File: src/rtl/clk_select_sequencer_if.sv
// Request handshake and clock-select outputs of clk_select_sequencer.
// master: the configuration/control side issuing switch requests.
// slave : the sequencer itself.
interface clk_select_sequencer_if;

  logic       REQ_VALID;
  logic       REQ_READY;
  logic       REQ_MASTER;
  logic [2:0] REQ_DESIGN;
  logic       MASTER_CLK_SELECT;
  logic [2:0] DESIGN_CLK_SELECT;
  logic       CLK_GATE_EN;
  logic       BUSY;
  logic       DONE;
  logic       ERR;

  modport master (
    output REQ_VALID,
    output REQ_MASTER,
    output REQ_DESIGN,
    input  REQ_READY,
    input  MASTER_CLK_SELECT,
    input  DESIGN_CLK_SELECT,
    input  CLK_GATE_EN,
    input  BUSY,
    input  DONE,
    input  ERR
  );

  modport slave (
    input  REQ_VALID,
    input  REQ_MASTER,
    input  REQ_DESIGN,
    output REQ_READY,
    output MASTER_CLK_SELECT,
    output DESIGN_CLK_SELECT,
    output CLK_GATE_EN,
    output BUSY,
    output DONE,
    output ERR
  );

endinterface

File: src/rtl/clk_select_sequencer.sv
// clk_select_sequencer: glitch-safe master/design clock-select switching.
// A request is accepted over a valid/ready handshake. The downstream clock
// is then gated for GATE_WAIT cycles, the captured selects are driven, and
// the clock stays gated for SETTLE_WAIT more cycles before it is released.
// A request equal to the current selects completes in one cycle with no
// gating.
// Optional feature: define CLK_SEQ_LEGAL_CHECK_EN to reject requests whose
// design select exceeds MAX_DESIGN_SEL (ERR pulse, nothing else changes).
// Without the macro every design code is switched and ERR is tied low.
module clk_select_sequencer #(
  parameter int unsigned GATE_WAIT      = 4,
  parameter int unsigned SETTLE_WAIT    = 8,
  parameter int unsigned MAX_DESIGN_SEL = 5
) (
  input  logic                         CLK,
  input  logic                         RESET,
  clk_select_sequencer_if.slave        bus
);

  // Elaboration-time range checks: the 8-bit wait counter must never wrap.
  if (GATE_WAIT < 1 || GATE_WAIT > 255) begin : g_gate_wait_range
    $error("clk_select_sequencer: GATE_WAIT must be in 1..255");
  end
  if (SETTLE_WAIT < 1 || SETTLE_WAIT > 255) begin : g_settle_wait_range
    $error("clk_select_sequencer: SETTLE_WAIT must be in 1..255");
  end
  if (MAX_DESIGN_SEL > 7) begin : g_max_design_range
    $error("clk_select_sequencer: MAX_DESIGN_SEL must be in 0..7");
  end

  localparam logic [7:0] GATE_LAST   = 8'(GATE_WAIT - 1);
  localparam logic [7:0] SETTLE_LAST = 8'(SETTLE_WAIT - 1);

  typedef enum logic [1:0] {
    S_IDLE,
    S_NOOP,
    S_GATE,
    S_SETTLE
  } state_e;

  state_e     state_q, state_d;
  logic [7:0] cnt_q, cnt_d;
  logic       cap_master_q, cap_master_d;
  logic [2:0] cap_design_q, cap_design_d;
  logic       master_q, master_d;
  logic [2:0] design_q, design_d;
  logic       gate_q, gate_d;
  logic       ready_q, ready_d;
  logic       busy_q, busy_d;
  logic       done_q, done_d;
  logic       err_q, err_d;

  logic       accept;
  logic       req_legal;
  logic       req_same;

  assign accept   = bus.REQ_VALID && ready_q;
  assign req_same = (bus.REQ_MASTER == master_q) && (bus.REQ_DESIGN == design_q);

`ifdef CLK_SEQ_LEGAL_CHECK_EN
  localparam logic [2:0] MAX_SEL = 3'(MAX_DESIGN_SEL);
  assign req_legal = (bus.REQ_DESIGN <= MAX_SEL);
`else
  assign req_legal = 1'b1;
`endif

  // Next-state, counter, capture and select-update logic.
  always_comb begin
    state_d      = state_q;
    cnt_d        = cnt_q;
    cap_master_d = cap_master_q;
    cap_design_d = cap_design_q;
    master_d     = master_q;
    design_d     = design_q;
    done_d       = 1'b0;
    err_d        = 1'b0;

    unique case (state_q)
      // NOOP keeps REQ_READY high, so it accepts exactly like IDLE.
      S_IDLE, S_NOOP: begin
        state_d = S_IDLE;
        if (accept) begin
          if (!req_legal) begin
            err_d = 1'b1;
          end else if (req_same) begin
            state_d = S_NOOP;
            done_d  = 1'b1;
          end else begin
            state_d      = S_GATE;
            cap_master_d = bus.REQ_MASTER;
            cap_design_d = bus.REQ_DESIGN;
          end
        end
      end

      S_GATE: begin
        if (cnt_q == GATE_LAST) begin
          state_d  = S_SETTLE;
          master_d = cap_master_q;
          design_d = cap_design_q;
        end else begin
          cnt_d = cnt_q + 8'd1;
        end
      end

      S_SETTLE: begin
        if (cnt_q == SETTLE_LAST) begin
          state_d = S_IDLE;
          done_d  = 1'b1;
        end else begin
          cnt_d = cnt_q + 8'd1;
        end
      end

      default: begin
        state_d = S_IDLE;
      end
    endcase

    if (state_d != state_q) begin
      cnt_d = '0;
    end
  end

  // Status outputs are registered from the next state so they line up with
  // the state they describe instead of lagging it by a cycle.
  always_comb begin
    busy_d  = (state_d == S_GATE) || (state_d == S_SETTLE);
    gate_d  = !busy_d;
    ready_d = !busy_d;
  end

  // State, counter and output registers with synchronous reset.
  always_ff @(posedge CLK) begin
    if (RESET) begin
      state_q      <= S_IDLE;
      cnt_q        <= '0;
      cap_master_q <= 1'b0;
      cap_design_q <= '0;
      master_q     <= 1'b0;
      design_q     <= '0;
      gate_q       <= 1'b1;
      ready_q      <= 1'b1;
      busy_q       <= 1'b0;
      done_q       <= 1'b0;
      err_q        <= 1'b0;
    end else begin
      state_q      <= state_d;
      cnt_q        <= cnt_d;
      cap_master_q <= cap_master_d;
      cap_design_q <= cap_design_d;
      master_q     <= master_d;
      design_q     <= design_d;
      gate_q       <= gate_d;
      ready_q      <= ready_d;
      busy_q       <= busy_d;
      done_q       <= done_d;
      err_q        <= err_d;
    end
  end

  assign bus.REQ_READY         = ready_q;
  assign bus.MASTER_CLK_SELECT = master_q;
  assign bus.DESIGN_CLK_SELECT = design_q;
  assign bus.CLK_GATE_EN       = gate_q;
  assign bus.BUSY              = busy_q;
  assign bus.DONE              = done_q;
  assign bus.ERR               = err_q;

endmodule

File: src/flat_wrapper.sv
// flat-port wrapper written by rule: the top's interface ports become plain ports
module clk_select_sequencer_flat 
#(
  parameter int unsigned GATE_WAIT      = 4,
  parameter int unsigned SETTLE_WAIT    = 8,
  parameter int unsigned MAX_DESIGN_SEL = 5
)
  (CLK, RESET, bus_REQ_VALID, bus_REQ_MASTER, bus_REQ_DESIGN, bus_REQ_READY, bus_MASTER_CLK_SELECT, bus_DESIGN_CLK_SELECT, bus_CLK_GATE_EN, bus_BUSY, bus_DONE, bus_ERR);
  clk_select_sequencer_if bus_i ();
  input  logic CLK;
  input  logic RESET;
  input wire logic [$bits(bus_i.REQ_VALID)-1:0] bus_REQ_VALID;
  input wire logic [$bits(bus_i.REQ_MASTER)-1:0] bus_REQ_MASTER;
  input wire logic [$bits(bus_i.REQ_DESIGN)-1:0] bus_REQ_DESIGN;
  output wire logic [$bits(bus_i.REQ_READY)-1:0] bus_REQ_READY;
  output wire logic [$bits(bus_i.MASTER_CLK_SELECT)-1:0] bus_MASTER_CLK_SELECT;
  output wire logic [$bits(bus_i.DESIGN_CLK_SELECT)-1:0] bus_DESIGN_CLK_SELECT;
  output wire logic [$bits(bus_i.CLK_GATE_EN)-1:0] bus_CLK_GATE_EN;
  output wire logic [$bits(bus_i.BUSY)-1:0] bus_BUSY;
  output wire logic [$bits(bus_i.DONE)-1:0] bus_DONE;
  output wire logic [$bits(bus_i.ERR)-1:0] bus_ERR;
  assign bus_i.REQ_VALID = bus_REQ_VALID;
  assign bus_i.REQ_MASTER = bus_REQ_MASTER;
  assign bus_i.REQ_DESIGN = bus_REQ_DESIGN;
  assign bus_REQ_READY = bus_i.REQ_READY;
  assign bus_MASTER_CLK_SELECT = bus_i.MASTER_CLK_SELECT;
  assign bus_DESIGN_CLK_SELECT = bus_i.DESIGN_CLK_SELECT;
  assign bus_CLK_GATE_EN = bus_i.CLK_GATE_EN;
  assign bus_BUSY = bus_i.BUSY;
  assign bus_DONE = bus_i.DONE;
  assign bus_ERR = bus_i.ERR;
  clk_select_sequencer #(.GATE_WAIT(GATE_WAIT), .SETTLE_WAIT(SETTLE_WAIT), .MAX_DESIGN_SEL(MAX_DESIGN_SEL)) u_core (.CLK(CLK), .RESET(RESET), .bus(bus_i));
endmodule
File: config.mk
export PLATFORM = sky130hd
export DESIGN_NAME = clk_select_sequencer_flat
export DESIGN_NICKNAME = d
export VERILOG_FILES = /design/src/rtl/clk_select_sequencer_if.sv /design/src/rtl/clk_select_sequencer.sv /design/src/flat_wrapper.sv
export SDC_FILE = /design/constraint.sdc
export NUM_CORES = 1
export LEC_CHECK = 0
export ABC_CLOCK_PERIOD_IN_PS = 4310
export CAP_MARGIN = 20
export CELL_PAD_IN_SITES_DETAIL_PLACEMENT = 1
export CELL_PAD_IN_SITES_GLOBAL_PLACEMENT = 2
export CORE_ASPECT_RATIO = 1.5
export CORE_MARGIN = 2
export CORE_UTILIZATION = 34
export CTS_CLUSTER_SIZE = 16
export DETAILED_ROUTE_END_ITERATION = 12
export PLACE_DENSITY_LB_ADDON = 0.1
export SYNTH_ARGS = -nofsm -noshare
export SYNTH_HDL_FRONTEND = slang
export SYNTH_SLANG_ARGS = --single-unit
File: constraint.sdc
create_clock -name CLK -period 4.31 [get_ports CLK]
set_input_delay 0.862 -clock CLK [delete_from_list [all_inputs] [get_ports CLK]]
set_output_delay 0.862 -clock CLK [all_outputs]
set_load 0.01 [all_outputs]
==> results of run 1 <==
[per-stage QoR]
| step | std cells | cell area [sq um] |
|---|---|---|
| final | 169 | 1270 |
| after global routing | 169 | 1270 |
| after CTS | 169 | 1270 |
| after detailed placement | 165 | 1220 |
| after global placement | 165 | 1220 |
| after floorplan | 118 | 1070 |
[final cells by class]
type / count / area (sq um)
sequential: 21 / 420
clock inverter: 1 / 5.00
clock buffer: 3 / 41.3
multi-input combinational: 86 / 594
fill: 376 / 1800
tap: 40 / 50.0
timing repair buffer: 14 / 140
inverter: 4 / 15.0
[layer usage]
metal | vias up | part of all wire (%) | wire length (um)
li1 | 459 | - | -
met1 | 445 | 40 | 1050
met2 | 7 | 58 | 1530
met3 | 2 | 1.2 | 32
met4 | 0 | 0.91 | 24
met5 | - | 0 | 0
[path summary, 6_finish.rpt]
path | to | cells after the start | startpoint
setup / recovery | u_core.cnt_q[0] | 5 | bus_REQ_DESIGN[0]
hold / removal | u_core.cap_design_q[2] | 2 | u_core.cap_design_q[2]
setup reg to reg | u_core.bus.DESIGN_CLK_SELECT[2] | 4 | u_core.cnt_q[3]
hold reg to reg | u_core.cap_design_q[2] | 2 | u_core.cap_design_q[2]
[cells in the final DEF, fill, tap and decap left out, drive strengths merged, types with 3 or more instances in the layout]
| master | n |
|---|---|
| clkdlybuf4s50 | 14 |
| nand4 | 4 |
| nand3 | 3 |
| inv | 4 |
| clkbuf | 3 |
| o21ai | 6 |
| a221oi | 3 |
| xnor2 | 7 |
| a211oi | 5 |
| nand2 | 10 |
| mux2i | 4 |
| nor2 | 7 |
| a21oi | 10 |
| dfxtp | 21 |
[worst max-delay path: cells and delay by family]
kind / cells / cell delay [ns]
simple gates: 2 / 0.62
buf+inv: 1 / 0.45
compound gates: 1 / 0.40
xor+xnor: 1 / 0.22
[cells by family after synthesis]
kind of cell / after synthesis
adder cells (fa/ha/maj): 2
XOR/XNOR: 8
flip-flops: 21
other: 1
multiplexers: 4
buffers and inverters: 11
AND/OR/NAND/NOR: 37
AO/OA/AOI/OAI: 34
[sequential cells by signal, indices dropped and copies added (netlist names)]
register                      count
u_core.bus.BUSY                   1
u_core.bus.DESIGN_CLK_SELECT      3
u_core.bus.DONE                   1
u_core.bus.MASTER_CLK_SELECT      1
u_core.bus.REQ_READY              1
u_core.cap_design_q               3
u_core.cap_master_q               1
u_core.cnt_q                      8
u_core.state_q                    2
[power groups by stage]
stage / registers (mW) / logic [mW] / clock network, mW
2_1_floorplan: 0.210 / 0.0298 / 0
3_3_place_gp: 0.213 / 0.0448 / 0
3_5_place_dp: 0.213 / 0.0461 / 0
4_1_cts: 0.209 / 0.0463 / 0.132
5_1_grt: 0.210 / 0.0503 / 0.142
6_report: 0.209 / 0.0454 / 0.128
==> run_results.csv, run 1 <==
group,metric,value,unit
status,outcome,"complete, no violations",
drt,num_vias,913,
logic_synthesis,synthTopCellsByArea,"dfxtp_1 39%, xnor2_1 5.7%, a21oi_1 4.7%, mux2i_1 3.7%, a211oi_1 3.5%",
finish,diodes,0,
sta,fin_setup_tns,0,ns
clock_network,clock_sinks,21,
sta,worst_pin_slew,0.847,ns
logic_synthesis,synthesis.area,1070,sq um
sta,period_needed,2.40,ns
placed_design,dp_hpwl,2090,um
sta,worst_slack,1.91,ns
drt,route.detailed.drc,0,
global_routing,grt_max_degree,15,
clock_network,cts_setup_buffers,0,
global_routing,use_met2,32.1,%
global_routing,grt_overflow,0,
power,share_comb_of_total_power,11.9,%
power,switching_share,24.8,%
drt,wl_per_cell,15.6,um
logic_synthesis,synthAdderAreaFrac,2.34,%
clock_network,path_clk_slew,0.08,ns
sta,finalSetupViolCount,0,
critical_path,cpMaxStageDelayCell,"clkdlybuf4s50_1",
logic_synthesis,avgSynthCellArea,9.08,sq um
logic_synthesis,ys_seq_area_share,39.3,%
sta,max_freq,417,MHz
drt,ant_nets,0,
clock_network,clock_path_buffers,2,
drt,drtPass1Iterations,4,
sta,hold_ws,0.492,ns
global_routing,grtUsageMet3,2.46,%
global_routing,grt_pass1_wl,4620,um
critical_path,startpoint_type,"input pin",
logic_synthesis,synthXorXnorAreaFrac,6.54,%
logic_synthesis,syn_nets,127,
logic_synthesis,synth_seq_cells,21,
die,die_w,49.8,um
critical_path,critPathKind,"input pin to flop",
logic_synthesis,yosysTopAreaCell,"dfxtp_1",
logic_synthesis,synth_top_area_share,39.3,%
power,p_clk_share,33.5,%
sta,rsz0062_at_grt,"no",
logic_synthesis,synth.area.mux_share,3.74,%
drt,wirelength,2630,um
power,power.density,302,nW/um^2
die,io_pins,16,
finish,fin_nets,139,
clock_network,cts_resized,0,
logic_synthesis,synth_top_flop_cell,"dfxtp_1",
clock_network,hold_buffers,0,
global_routing,grt_usage,16.6,%
drt,drt_iter0_drc,11,
run,cap_viol_max_count,0,
clock_network,clk_latency,0.26,ns
sta,finalHoldViolations,0,
sta,slew_violations,0,
clock_network,cts_made_buffers,3,
placed_design,gp_congestion,0.752,
critical_path,required,4.46,ns
logic_synthesis,synth_most_common_cell,"dfxtp_1",
placed_design,place_worst_setup_slack,1.62,ns
clock_network,htreeDepth,1,
finish,area_growth,18.2,%
power,intPower,0.287,mW
global_routing,top_usage_layer,"met2",
logic_synthesis,synth_edf_count,0,
clock_network,root_buffer,"clkbuf_8",
logic_synthesis,synthSimpleGateAreaFrac,18.3,%
logic_synthesis,async_flop_share,0,%
die,dieArea,3620,sq um
logic_synthesis,synth_common_cells,"21 x dfxtp_1, 10 x a21oi_1, 10 x nand2_1",
global_routing,use_met1,18.3,%
drt,avgViaCountPerCell,5.40,
critical_path,cp_max_fo,8,
sta,clock_skew,0.00675,ns
critical_path,arrival,2.55,ns
logic_synthesis,yosysWarnings,0,
power,leakage,0.446,nW
die,die_h,72.7,um
power,p_seq_share,54.6,%
power,ir_drop,0.213,mV
die,start_util,34.9,%
global_routing,antenna_found_initial,0,
min_path,hold_class,"flop to flop",
power,finalPower,0.382,mW
finish,drive_gt1_share,6.98,%
logic_synthesis,synth_cells,118,
critical_path,r2r_slack,2.29,ns
die,core-area,3070,sq um
sta,slew_headroom,43.0,%
critical_path,end_kind,"flop",
sta,period_share,55.7,%
critical_path,crit_chain,"clkdlybuf4s50_1 -> xnor2_1 -> and4_1 -> nand3_1 -> a221oi_1",
logic_synthesis,synth_top_family_by_area,"compound AO/OA/AOI/OAI gates",
global_routing,grt_pass1_vias,966,
placed_design,io_buffers,14,
critical_path,max_stage_delay,0.45,ns
logic_synthesis,synth_compound_area_share,24.2,%
power,p_sw,0.0949,mW
die,rows,25,
logic_synthesis,ys_types,38,
clock_network,cts_tree,"yes",
finish,fin_util,41.3,%
(Power assumes the default switching activity.)
==> run 2: changes to the inputs <==
--- a/config.mk
+++ b/config.mk
@@ -5,13 +5,13 @@
 export SDC_FILE = /design/constraint.sdc
 export NUM_CORES = 1
 export LEC_CHECK = 0
-export ABC_CLOCK_PERIOD_IN_PS = 4310
+export ABC_CLOCK_PERIOD_IN_PS = 2100
 export CAP_MARGIN = 20
 export CELL_PAD_IN_SITES_DETAIL_PLACEMENT = 1
 export CELL_PAD_IN_SITES_GLOBAL_PLACEMENT = 2
 export CORE_ASPECT_RATIO = 1.5
 export CORE_MARGIN = 2
-export CORE_UTILIZATION = 34
+export CORE_UTILIZATION = 29
 export CTS_CLUSTER_SIZE = 16
 export DETAILED_ROUTE_END_ITERATION = 12
 export PLACE_DENSITY_LB_ADDON = 0.1
==> constraint.sdc (replaced) <==
create_clock -name CLK -period 2.1 [get_ports CLK]
set_input_delay 0.42 -clock CLK [delete_from_list [all_inputs] [get_ports CLK]]
set_output_delay 0.42 -clock CLK [all_outputs]
set_load 0.01 [all_outputs]
==> run_results.csv, run 2 (synthesis gave the netlist of run 1 again) <==
group,metric,value,unit
finish,area_growth,23.5,%
clock_network,hold_buffers,0,
sta,period_needed,1.88,ns
drt,num_vias,949,
die,dieArea,4210,sq um
clock_network,root_buffer,"clkbuf_8",
power,power.density,607,nW/um^2
sta,rsz0062_at_grt,"no",
die,io_pins,16,
clock_network,cts_setup_buffers,0,
placed_design,io_buffers,14,
global_routing,grt_usage,15.6,%
sta,period_share,89.4,%
critical_path,cp_max_fo,8,
sta,slew_violations,0,
sta,worst_pin_slew,0.510,ns
critical_path,startpoint_type,"flop",
clock_network,cts_resized,0,
clock_network,clk_latency,0.26,ns
clock_network,clock_path_buffers,2,
status,outcome,"complete, no violations",
critical_path,max_stage_delay,0.60,ns
sta,finalHoldViolations,0,
clock_network,cts_tree,"yes",
drt,wl_per_cell,16.0,um
run,cap_viol_max_count,0,
global_routing,grt_pass1_wl,4760,um
power,ir_drop,0.323,mV
finish,largest_reg_flops,8,
sta,slew_headroom,65.9,%
critical_path,arrival,2.00,ns
sta,max_freq,533,MHz
drt,drtPass1Iterations,2,
critical_path,cpMaxStageDelayCell,"or4_4",
clock_network,cts_made_buffers,3,
drt,avgViaCountPerCell,5.30,
clock_network,path_clk_slew,0.09,ns
sta,fin_setup_tns,0,ns
sta,finalSetupViolCount,0,
drt,wirelength,2860,um
drt,route.detailed.drc,0,
placed_design,dp_hpwl,2250,um
critical_path,crit_chain,"or4_4 -> o41ai_4 -> a21boi_4 -> a221oi_1",
drt,ant_nets,0,
placed_design,gp_congestion,0.765,
critical_path,required,2.23,ns
finish,nFillCells,430,
global_routing,grt_max_degree,14,
die,core-area,3610,sq um
finish,final_cell_mix,"21 x dfxtp_1, 14 x clkdlybuf4s50_1, 10 x nand2_1, 10 x a21oi_1",
finish,diodes,0,
finish,fin_util,36.6,%
sta,clock_skew,0.00994,ns
min_path,hold_class,"flop to flop",
global_routing,antenna_found_initial,0,
die,die_h,78.4,um
die,start_util,29.6,%
critical_path,critPathKind,"flop to flop",
finish,top_register,"u_core.cnt_q",
die,rows,27,
die,die_w,53.6,um
clock_network,htreeDepth,1,
global_routing,grt_pass1_vias,974,
clock_network,clock_sinks,21,
critical_path,end_kind,"flop",
drt,drt_iter0_drc,9,
power,leakage,0.479,nW
global_routing,grt_overflow,0,
finish,fin_nets,146,
finish,drive_gt1_share,11.8,%
finish,mostFrequentLayoutCell,"dfxtp_1",
-- run 2: cell count changes in the layout (fill, tap and decap cells not counted) --
cell	before	now
buf_4	0	7
-- run 2: final cells by class --
type / count / area, sq um / share of cell area [%]
multi-input cells: 86 / 594 / 44.9
flip-flops and latches: 21 / 420 / 31.8
repair buffers: 21 / 193 / 14.6
well taps: 43 / 53.8 / 4.07
clock buffers: 3 / 41.3 / 3.12
inverters: 4 / 15.0 / 1.14
clock inverters: 1 / 5.00 / 0.378
-- run 2: metrics by stage --
stage	instances	hold slack [ns]	total power, mW	setup slack (ns)	instance area [sq um]
after detailed placement	175	0.473	0.542	0.0546	1280
final	179	0.481	0.803	0.223	1320
after floorplan	118	0.447	0.493	0.402	1070
after CTS	179	0.487	0.815	0.215	1320
after global routing	179	0.516	0.848	0.0379	1320
after global placement	175	0.463	0.539	0.102	1280
-- run 2: where the power goes --
part	internal [mW]	switching (mW)
logic	0.0531	0.0504
registers	0.412	0.0158
clock network	0.132	0.139
-- run 2: critical path, delay by kind of cell (launching register included) --
| kind | cells | cell delay (ns) |
|---|---|---|
| compound gates | 3 | 0.76 |
| flops | 1 | 0.38 |
| simple gates | 1 | 0.60 |
-- run 2: path summary, 6_finish.rpt --
path / to / slack (ns) / cells after the start / start
setup / recovery: u_core.cnt_q[1] / 0.22 / 4 / u_core.cnt_q[3]
hold / removal: u_core.cap_design_q[0] / 0.48 / 2 / u_core.cap_design_q[0]
setup reg to reg: u_core.cnt_q[1] / 0.22 / 4 / u_core.cnt_q[3]
hold reg to reg: u_core.cap_design_q[0] / 0.48 / 2 / u_core.cap_design_q[0]
-- run 2: per-layer routing --
layer  global-route usage [%]  vias up  wire [um]  share of wire (%)
met5                        0        -          0                  0
met4                     7.44        0         39                1.4
met3                     1.71        4         33                1.2
met2                     28.0        8       1630                 57
met1                     17.3      469       1160                 41
li1                         -      468          -                  -
